`src/rtl/matrix_pkg.sv`:
```
// Shared types and defaults for the HUB75 matrix scan scheduler and column shifter.
package matrix_pkg;

  localparam int unsigned SCAN_BIT_DEF = 3;
  localparam int unsigned BITDEPTH_DEF = 8;

  typedef enum logic [2:0] {
    S_IDLE,
    S_FILL,
    S_BLANK,
    S_LATCH,
    S_SHOW,
    S_WAIT
  } sched_state_t;

  // Binary-code-modulation on-time of a plane, in clk cycles.
  function automatic int unsigned show_ticks(input int unsigned base, input int unsigned plane);
    return base << plane;
  endfunction

endpackage

```
`src/rtl/matrix_scan_index.sv`:
```
// Next (line, plane) index: planes 0..bitdepth-1 within a line, then the next line.
module matrix_scan_index
  import matrix_pkg::*;
#(
  parameter int unsigned bitdepth = BITDEPTH_DEF,
  parameter int unsigned scan_bit = SCAN_BIT_DEF,
  localparam int unsigned PW = (bitdepth > 1) ? $clog2(bitdepth) : 1
) (
  input  logic                clk,
  input  logic                reset_b,
  input  logic                clear,
  input  logic                advance,
  output logic [scan_bit-1:0] idx_line,
  output logic [PW-1:0]       idx_plane
);

  localparam logic [PW-1:0] LAST_PLANE = PW'(bitdepth - 1);

  logic [scan_bit-1:0] line_d;
  logic [PW-1:0]       plane_d;

  // Plane wraps at bitdepth-1 explicitly; line wraps naturally at its width.
  always_comb begin
    line_d  = idx_line;
    plane_d = idx_plane;
    if (clear) begin
      line_d  = '0;
      plane_d = '0;
    end else if (advance) begin
      if (idx_plane == LAST_PLANE) begin
        plane_d = '0;
        line_d  = idx_line + scan_bit'(1);
      end else begin
        plane_d = idx_plane + PW'(1);
      end
    end
  end

  always_ff @(posedge clk or negedge reset_b) begin
    if (!reset_b) begin
      idx_line  <= '0;
      idx_plane <= '0;
    end else begin
      idx_line  <= line_d;
      idx_plane <= plane_d;
    end
  end

endmodule

```
`src/rtl/matrix_scheduler.sv`:
```
// BCM scan scheduler: overlaps the shift of the next plane with display of the current one.
module matrix_scheduler
  import matrix_pkg::*;
#(
  parameter int unsigned bitdepth    = BITDEPTH_DEF,
  parameter int unsigned scan_bit    = SCAN_BIT_DEF,
  parameter int unsigned base_ticks  = 8,
  parameter int unsigned blank_ticks = 2,
  localparam int unsigned PW = (bitdepth > 1) ? $clog2(bitdepth) : 1,
  localparam int unsigned TW = $clog2(base_ticks << (bitdepth - 1)) + 1
) (
  input  logic                clk,
  input  logic                reset_b,
  input  logic                enable,
  output logic                shift_start,
  output logic [scan_bit-1:0] shift_line,
  output logic [PW-1:0]       shift_plane,
  input  logic                shift_done,
  output logic                latch,
  output logic                oe_b,
  output logic [scan_bit-1:0] select,
  output logic                frame_start
);

  localparam logic [TW-1:0] BLANK_LOAD = TW'(blank_ticks - 1);

  sched_state_t  state, state_d;
  logic [TW-1:0] timer, timer_d;
  logic          pending, pending_d;
  logic          issued, issued_d;
  logic          show_first;
  logic [PW-1:0] cur_plane;
  logic          start_d;
  logic          idx_clear, idx_adv;
  logic          issue_now;
  logic          done_ok;

  matrix_scan_index #(
    .bitdepth (bitdepth),
    .scan_bit (scan_bit)
  ) u_index (
    .clk       (clk),
    .reset_b   (reset_b),
    .clear     (idx_clear),
    .advance   (idx_adv),
    .idx_line  (shift_line),
    .idx_plane (shift_plane)
  );

  always_comb begin
    state_d   = state;
    timer_d   = timer;
    issued_d  = issued;
    start_d   = 1'b0;
    idx_clear = 1'b0;
    idx_adv   = 1'b0;
    issue_now = 1'b0;
    done_ok   = shift_done && pending;

    case (state)
      S_IDLE: begin
        if (enable) begin
          start_d   = 1'b1;
          idx_clear = 1'b1;
          state_d   = S_FILL;
        end
      end
      S_FILL, S_WAIT: begin
        if (done_ok) begin
          state_d = S_BLANK;
          timer_d = BLANK_LOAD;
        end
      end
      S_BLANK: begin
        if (timer == '0) state_d = S_LATCH;
        else             timer_d = timer - TW'(1);
      end
      S_LATCH: begin
        state_d  = S_SHOW;
        issued_d = 1'b0;
        timer_d  = TW'(show_ticks(base_ticks, 32'(cur_plane)) - 32'd1);
      end
      S_SHOW: begin
        issue_now = show_first && enable;
        if (issue_now) begin
          start_d  = 1'b1;
          idx_adv  = 1'b1;
          issued_d = 1'b1;
        end
        // A done arriving on the final cycle counts; a shift issued this very cycle cannot be done yet.
        if (timer == '0) begin
          if (!(issued || issue_now))                    state_d = S_IDLE;
          else if (issue_now || (pending && !shift_done)) state_d = S_WAIT;
          else begin
            state_d = S_BLANK;
            timer_d = BLANK_LOAD;
          end
        end else begin
          timer_d = timer - TW'(1);
        end
      end
      default: state_d = S_IDLE;
    endcase

    pending_d = pending;
    if (start_d)      pending_d = 1'b1;
    else if (done_ok) pending_d = 1'b0;
  end

  always_ff @(posedge clk or negedge reset_b) begin
    if (!reset_b) begin
      state       <= S_IDLE;
      timer       <= '0;
      pending     <= 1'b0;
      issued      <= 1'b0;
      show_first  <= 1'b0;
      cur_plane   <= '0;
      shift_start <= 1'b0;
      latch       <= 1'b0;
      oe_b        <= 1'b1;
      select      <= '0;
      frame_start <= 1'b0;
    end else begin
      state       <= state_d;
      timer       <= timer_d;
      pending     <= pending_d;
      issued      <= issued_d;
      show_first  <= (state == S_LATCH);
      shift_start <= start_d;
      latch       <= (state_d == S_LATCH);
      oe_b        <= (state_d != S_SHOW);
      frame_start <= 1'b0;
      if (state_d == S_LATCH) begin
        select      <= shift_line;
        cur_plane   <= shift_plane;
        frame_start <= (shift_line == '0) && (shift_plane == '0);
      end
    end
  end

endmodule
```
`config.mk`:
```
export PLATFORM = sky130hd
export DESIGN_NAME = matrix_scheduler
export DESIGN_NICKNAME = d
export VERILOG_FILES = /design/src/rtl/matrix_pkg.sv /design/src/rtl/matrix_scan_index.sv /design/src/rtl/matrix_scheduler.sv
export SDC_FILE = /design/constraint.sdc
export NUM_CORES = 1
export LEC_CHECK = 0
export ABC_AREA = 0
export ABC_CLOCK_PERIOD_IN_PS = 3800
export BUFFER_PORTS_ARGS = -buffer_cell sky130_fd_sc_hd__clkbuf_2
export CORE_MARGIN = 2
export CORE_UTILIZATION = 48
export CTS_CLUSTER_SIZE = 14
export DETAILED_ROUTE_END_ITERATION = 6
export PLACE_DENSITY = 0.67
export SLEW_MARGIN = 20
export SYNTH_ARGS = -nofsm -noshare
export SYNTH_HDL_FRONTEND = slang
export SYNTH_SLANG_ARGS = --single-unit
```
`constraint.sdc`:
```
create_clock -name clk -period 3.8 [get_ports clk]
set_clock_uncertainty 0.2 [all_clocks]
set_input_delay 0.38 -clock clk [delete_from_list [all_inputs] [get_ports clk]]
set_output_delay 0.38 -clock clk [all_outputs]
set_load 0.02 [all_outputs]
```
Yosys cells after proc, flatten, opt, wreduce, memory -nomap -nowiden
Index checks and enable logic that the tools add are counted.

storage, ports and cells
  output and inout port bits = 13
  bits in registers = 33
  input port bits = 4

operators by class
  add/subtract/negate cells = 4
  reduce and logical (&&, ||, !) cells = 20
  shifts and indexed selects = 1
  equality and inequality tests = 13
  multiplexer cells = 29

operators with widths
  kind                     count
  $mux W11                 5
  $pmux W11 S4             1
  $mux W3                  12
  $sub A11 B1 Y11 const B  2
  $pmux W3 S5              1
  $logic_not A11 Y1        1
  $shl A4 B3 Y11 const A   1
  $eq A3 B2 Y1 const B     3
  $eq A3 B3 Y1 const B     3
  $logic_not A3 Y1         3
  $ne A3 B3 Y1 const B     3
  $mux W1                  8
  $reduce_bool A2 Y1       4
  $add A3 B1 Y3 const B    2
  $ne A2 B2 Y1 const B     3
  $reduce_and A5 Y1        1
  $logic_and A1 B1 Y1      4
  $pmux W1 S2              2
  $reduce_and A2 Y1        2
  $reduce_bool A4 Y1       1
  $eq A3 B1 Y1 const B     1
  $logic_or A1 B1 Y1       2
  $reduce_or A2 Y1         1
  $logic_not A1 Y1         1

Longest topological paths before layout
  depth after elaboration = 9
  depth in mapped cells = 8
  mapped depth without buffers = 7

Hierarchy
Synthesis repeated with hierarchy kept, for this count alone.

second synthesis, totals
  cell total of the unflattened synthesis = 191
  area, all modules = 1854.3 um^2

by module, submodules not included
  module             cells an instance  area each (um^2)  times used
  matrix_scheduler   164                1535.2            1
  matrix_scan_index  27                 319.1             1

Worst setup path before layout
No wires, ideal clock.

  path kind = flip-flop to flip-flop
  start point = register timer[0]
  end point = register timer[8]
  required time = 3.479 ns
  cell stages (with the launch flop) = 7
  setup time = 0.121 ns
  setup slack = 1.380 ns
  arrival time = 2.099 ns
  period minus slack after synthesis = 2.420 ns
  cells stage by stage = dfrtp_1 -> inv_1 -> ha_1 -> or4b_2 -> o41ai_2 -> o21ai_0 -> a22o_1

on the way
  word-level cells in the longest chain between the ends = 3
  elaborated cells on any way between the ends = 9

RTL lines
  what                                                         line                     text
  from (decl)                                                  matrix_scheduler.sv:28   logic [TW-1:0] timer, timer_d;
  from (signal assigned)                                       matrix_scheduler.sv:125  timer <= timer_d;
  $sub A11 B1 Y11 / $logic_not A11 Y1 (equally long branches)  --
  $mux W11 (tied with other cells)                             matrix_scheduler.sv:91   if (timer == '0) begin
  $pmux W11 S4 / $reduce_and A5 Y1 (equally long branches)     --

Several ways; a longest one is shown, not always the timed one. The select of a mux whose other input is x is not followed.
A chain may end at the register's enable or synchronous reset.

Worst setup path after layout
  start point = register timer[1]
  end point = register timer[8]

The elaborated chain is that of the path after synthesis.

==> metrics.yaml <==
status:
  status: "complete, no violations"
clock_network:
  cts_buffer_depth: 2
  cts_inserted_buffers: 5
  clock_latency_ns: 0.28
  cts_root_buf: "clkbuf_8"
  clkSinkCount: 33
  h-tree-depth: 2
  clkTransAtPathRegs_ns: 0.07
  cts_tree: "done"
timing:
  setup_viol: 0
  finalCritPeriodShare_pct: 73.6
  fmax_ghz: 0.357
  slew_headroom_pct: 47.4
  finalCriticalPeriod_ns: 2.80
  finalSetupTns_ns: 0
  slew_viol_final: 0
  grt_setup_unrepaired: "false"
  hold_viol: 0
  hold_ws_ns: 0.286
  tightest_slew_ns: 0.789
grt:
  grt_use_met3_pct: 4.62
  grt.total_usage_pct: 19.8
  use_met1_pct: 26.4
  grt_start_max_net_pins: 34
  gr-usage-met2_pct: 30.6
  grt_pass1_wl_mm: 6.45
  grt_pass1_vias: 1386
  grt_remaining_overflow: 0
  gr-max-usage-layer: "met2"
  antenna_found_initial: 0
worst_setup_path:
  crit_chain: "inv_1 > ha_1 > or4b_2 > o41ai_2 > o21ai_0 > a22o_1"
  critPathKind: "flip-flop to flip-flop"
  max_stage_delay_ns: 0.67
  slowest_stage: "or4b_2"
  cpLargestDelayFamily: "compound AO/OA/AOI/OAI gates"
  crit_buf_inv: 1
  required_ns: 3.77
  cp_max_fo: 8
  critPathCaptureType: "flip-flop"
  crit_path_start_kind: "flip-flop"
  crit_arrival_ns: 2.77
route:
  dr.pass1.iters: 5
  route.detailed.drc: 0
  ant_nets: 0
  vias_per_cell: 5.60
  drtIter0Drc: 148
  wl_mm: 3.69
  wl_per_cell_um: 14.7
  vias: 1406
place:
  hpwl_mm: 2.67
  port_buffers: 16
  gp_congestion: 0.866
final_layout:
  layout-drive-gt1-share_pct: 21.2
  antenna_cells: 0
  syn_to_final_growth_pct: 14.2
  nNetsFinal: 213
  fillers: 333
synth:
  synth_edf_count: 0
  synthFlopType: "dfrtp_1"
  synth_top_area_share_pct: 44.3
  synthTopCellsByArea: "dfrtp_1 44%, ha_1 4.8%, o21ai_0 4.4%"
  synth_seq_area_share_pct: 45.7
  synth_seq_cells: 33
  avgSynthCellArea_sq_um: 9.83
  synth_largest_area_cell: "dfrtp_1"
  synth_nets: 195
  ys_warn_count: 0
  syn_inst: 184
  async_flop_share_pct: 100
  syn_area_sq_um: 1810
  ys_types: 46
die:
  ios: 17
  die_w_um: 65.4
  die_area_sq_um: 4270
  core-area_sq_um: 3630
  rows: 22
  dieHeight_um: 65.4
  initial_core_util_pct: 49.8
power:
  finalPower_mw: 1.62
  power.density_nw_per_um2: 784
  power_leakage_nw: 0.973
  ir_drop_v: 0.000454
worst_hold_path:
  holdCritPathClass: "flip-flop to flip-flop"
job:
  drv_cap: 0
## Yosys cell counts (3+ instances only)
master	count
nand2_1	16
ha_1	7
nand2b_1	8
a21oi_1	6
a22o_1	9
nor3_1	6
nand3_1	7
o21ai_2	4
clkbuf_1	4
o21ai_0	16
inv_1	12
or3_1	3
dfrtp_1	32
nor2_1	16
## power breakdown
part | switching (mW) | leakage (nW) | internal, mW
Combinational | 0.443 | 0.461 | 0.269
Clock | 0.123 | 0.0681 | 0.260
Sequential | 0.0889 | 0.444 | 0.433
Total | 0.655 | 0.973 | 0.963
## sequential cells by signal, summed over array words and instances, names as in the netlist, 3 cells and up
register,count
state,3
cur_plane,3
select,3
timer,11
u_index.idx_plane,3
u_index.idx_line,3
## final timing paths
path | start | to | slack [ns] | cells after the start
max in group asynchronous | reset_b | latch | 2.38 | 2
setup / recovery | timer[1] | timer[8] | 1.00 | 6
setup reg to reg | timer[1] | timer[8] | 1.00 | 6
hold reg to reg | select[0] | select[0] | 0.29 | 2
hold / removal | select[0] | select[0] | 0.29 | 2
min in group asynchronous | reset_b | timer[2] | 0.51 | 2
## stage by stage
stage	utilization, %	worst slack, ns	std cells	area (sq um)
after CTS	56.6	1.03	251	2060
after global placement	52.7	1.12	242	1910
after floorplan	-	1.38	184	1810
after detailed placement	52.7	1.05	242	1910
after global routing	56.8	0.864	251	2060
final	56.8	1.00	251	2060
## tightest hold or removal path: stages (launching register included)
cell     delay (ns)
dfrtp_1        0.34
nand2_1        0.05
o21ai_0        0.06
## cells in the final DEF, fill, tap and decap left out, drive strengths merged, types with 2 or more instances in the layout
cell type,instances
o21ai,20
nor2,16
o31ai,2
dfrtp,32
nand2b,8
or3,3
o41ai,2
ha,7
a22o,9
nand3,7
a21o,2
nand2,17
a21oi,6
or4b,2
inv,12
nor3,7
mux2,2
o22ai,2
bufinv,2
o2bb2ai,2
nor2b,3
clkbuf,21
xnor2,2
## cells by family after synthesis
family          synth area share, %
compound gates                 19.9
mux                            1.80
simple gates                   21.9
fa+ha+maj                      4.84
buf+inv                        4.36
xor+xnor                       1.45
flops                          45.7
## per-layer routing
| metal | routed length (um) | share of wire, % |
|---|---|---|
| met2 | 1790 | 48 |
| met4 | 40 | 1.1 |
| met1 | 1720 | 47 |
| met5 | 0 | 0 |
| met3 | 143 | 3.9 |
## what timing repair did
item | CTS | global route
hold buffers | 1 | 0
endpoints found under the hold margin | 11 | 0
buffers inserted | 0 | 0
gates resized for setup | 0 | 0
## final cells by class
type / count / area [sq um] / area share, %
multi-input combinational: 133 / 908 / 44.0
sequential: 33 / 827 / 40.1
timing repair buffer: 17 / 90.1 / 4.36
clock buffer: 5 / 68.8 / 3.33
clock inverter: 3 / 65.1 / 3.15
tap: 48 / 60.1 / 2.91
inverter: 12 / 45.0 / 2.18
Note: power is estimated with default switching activity, not from simulation.
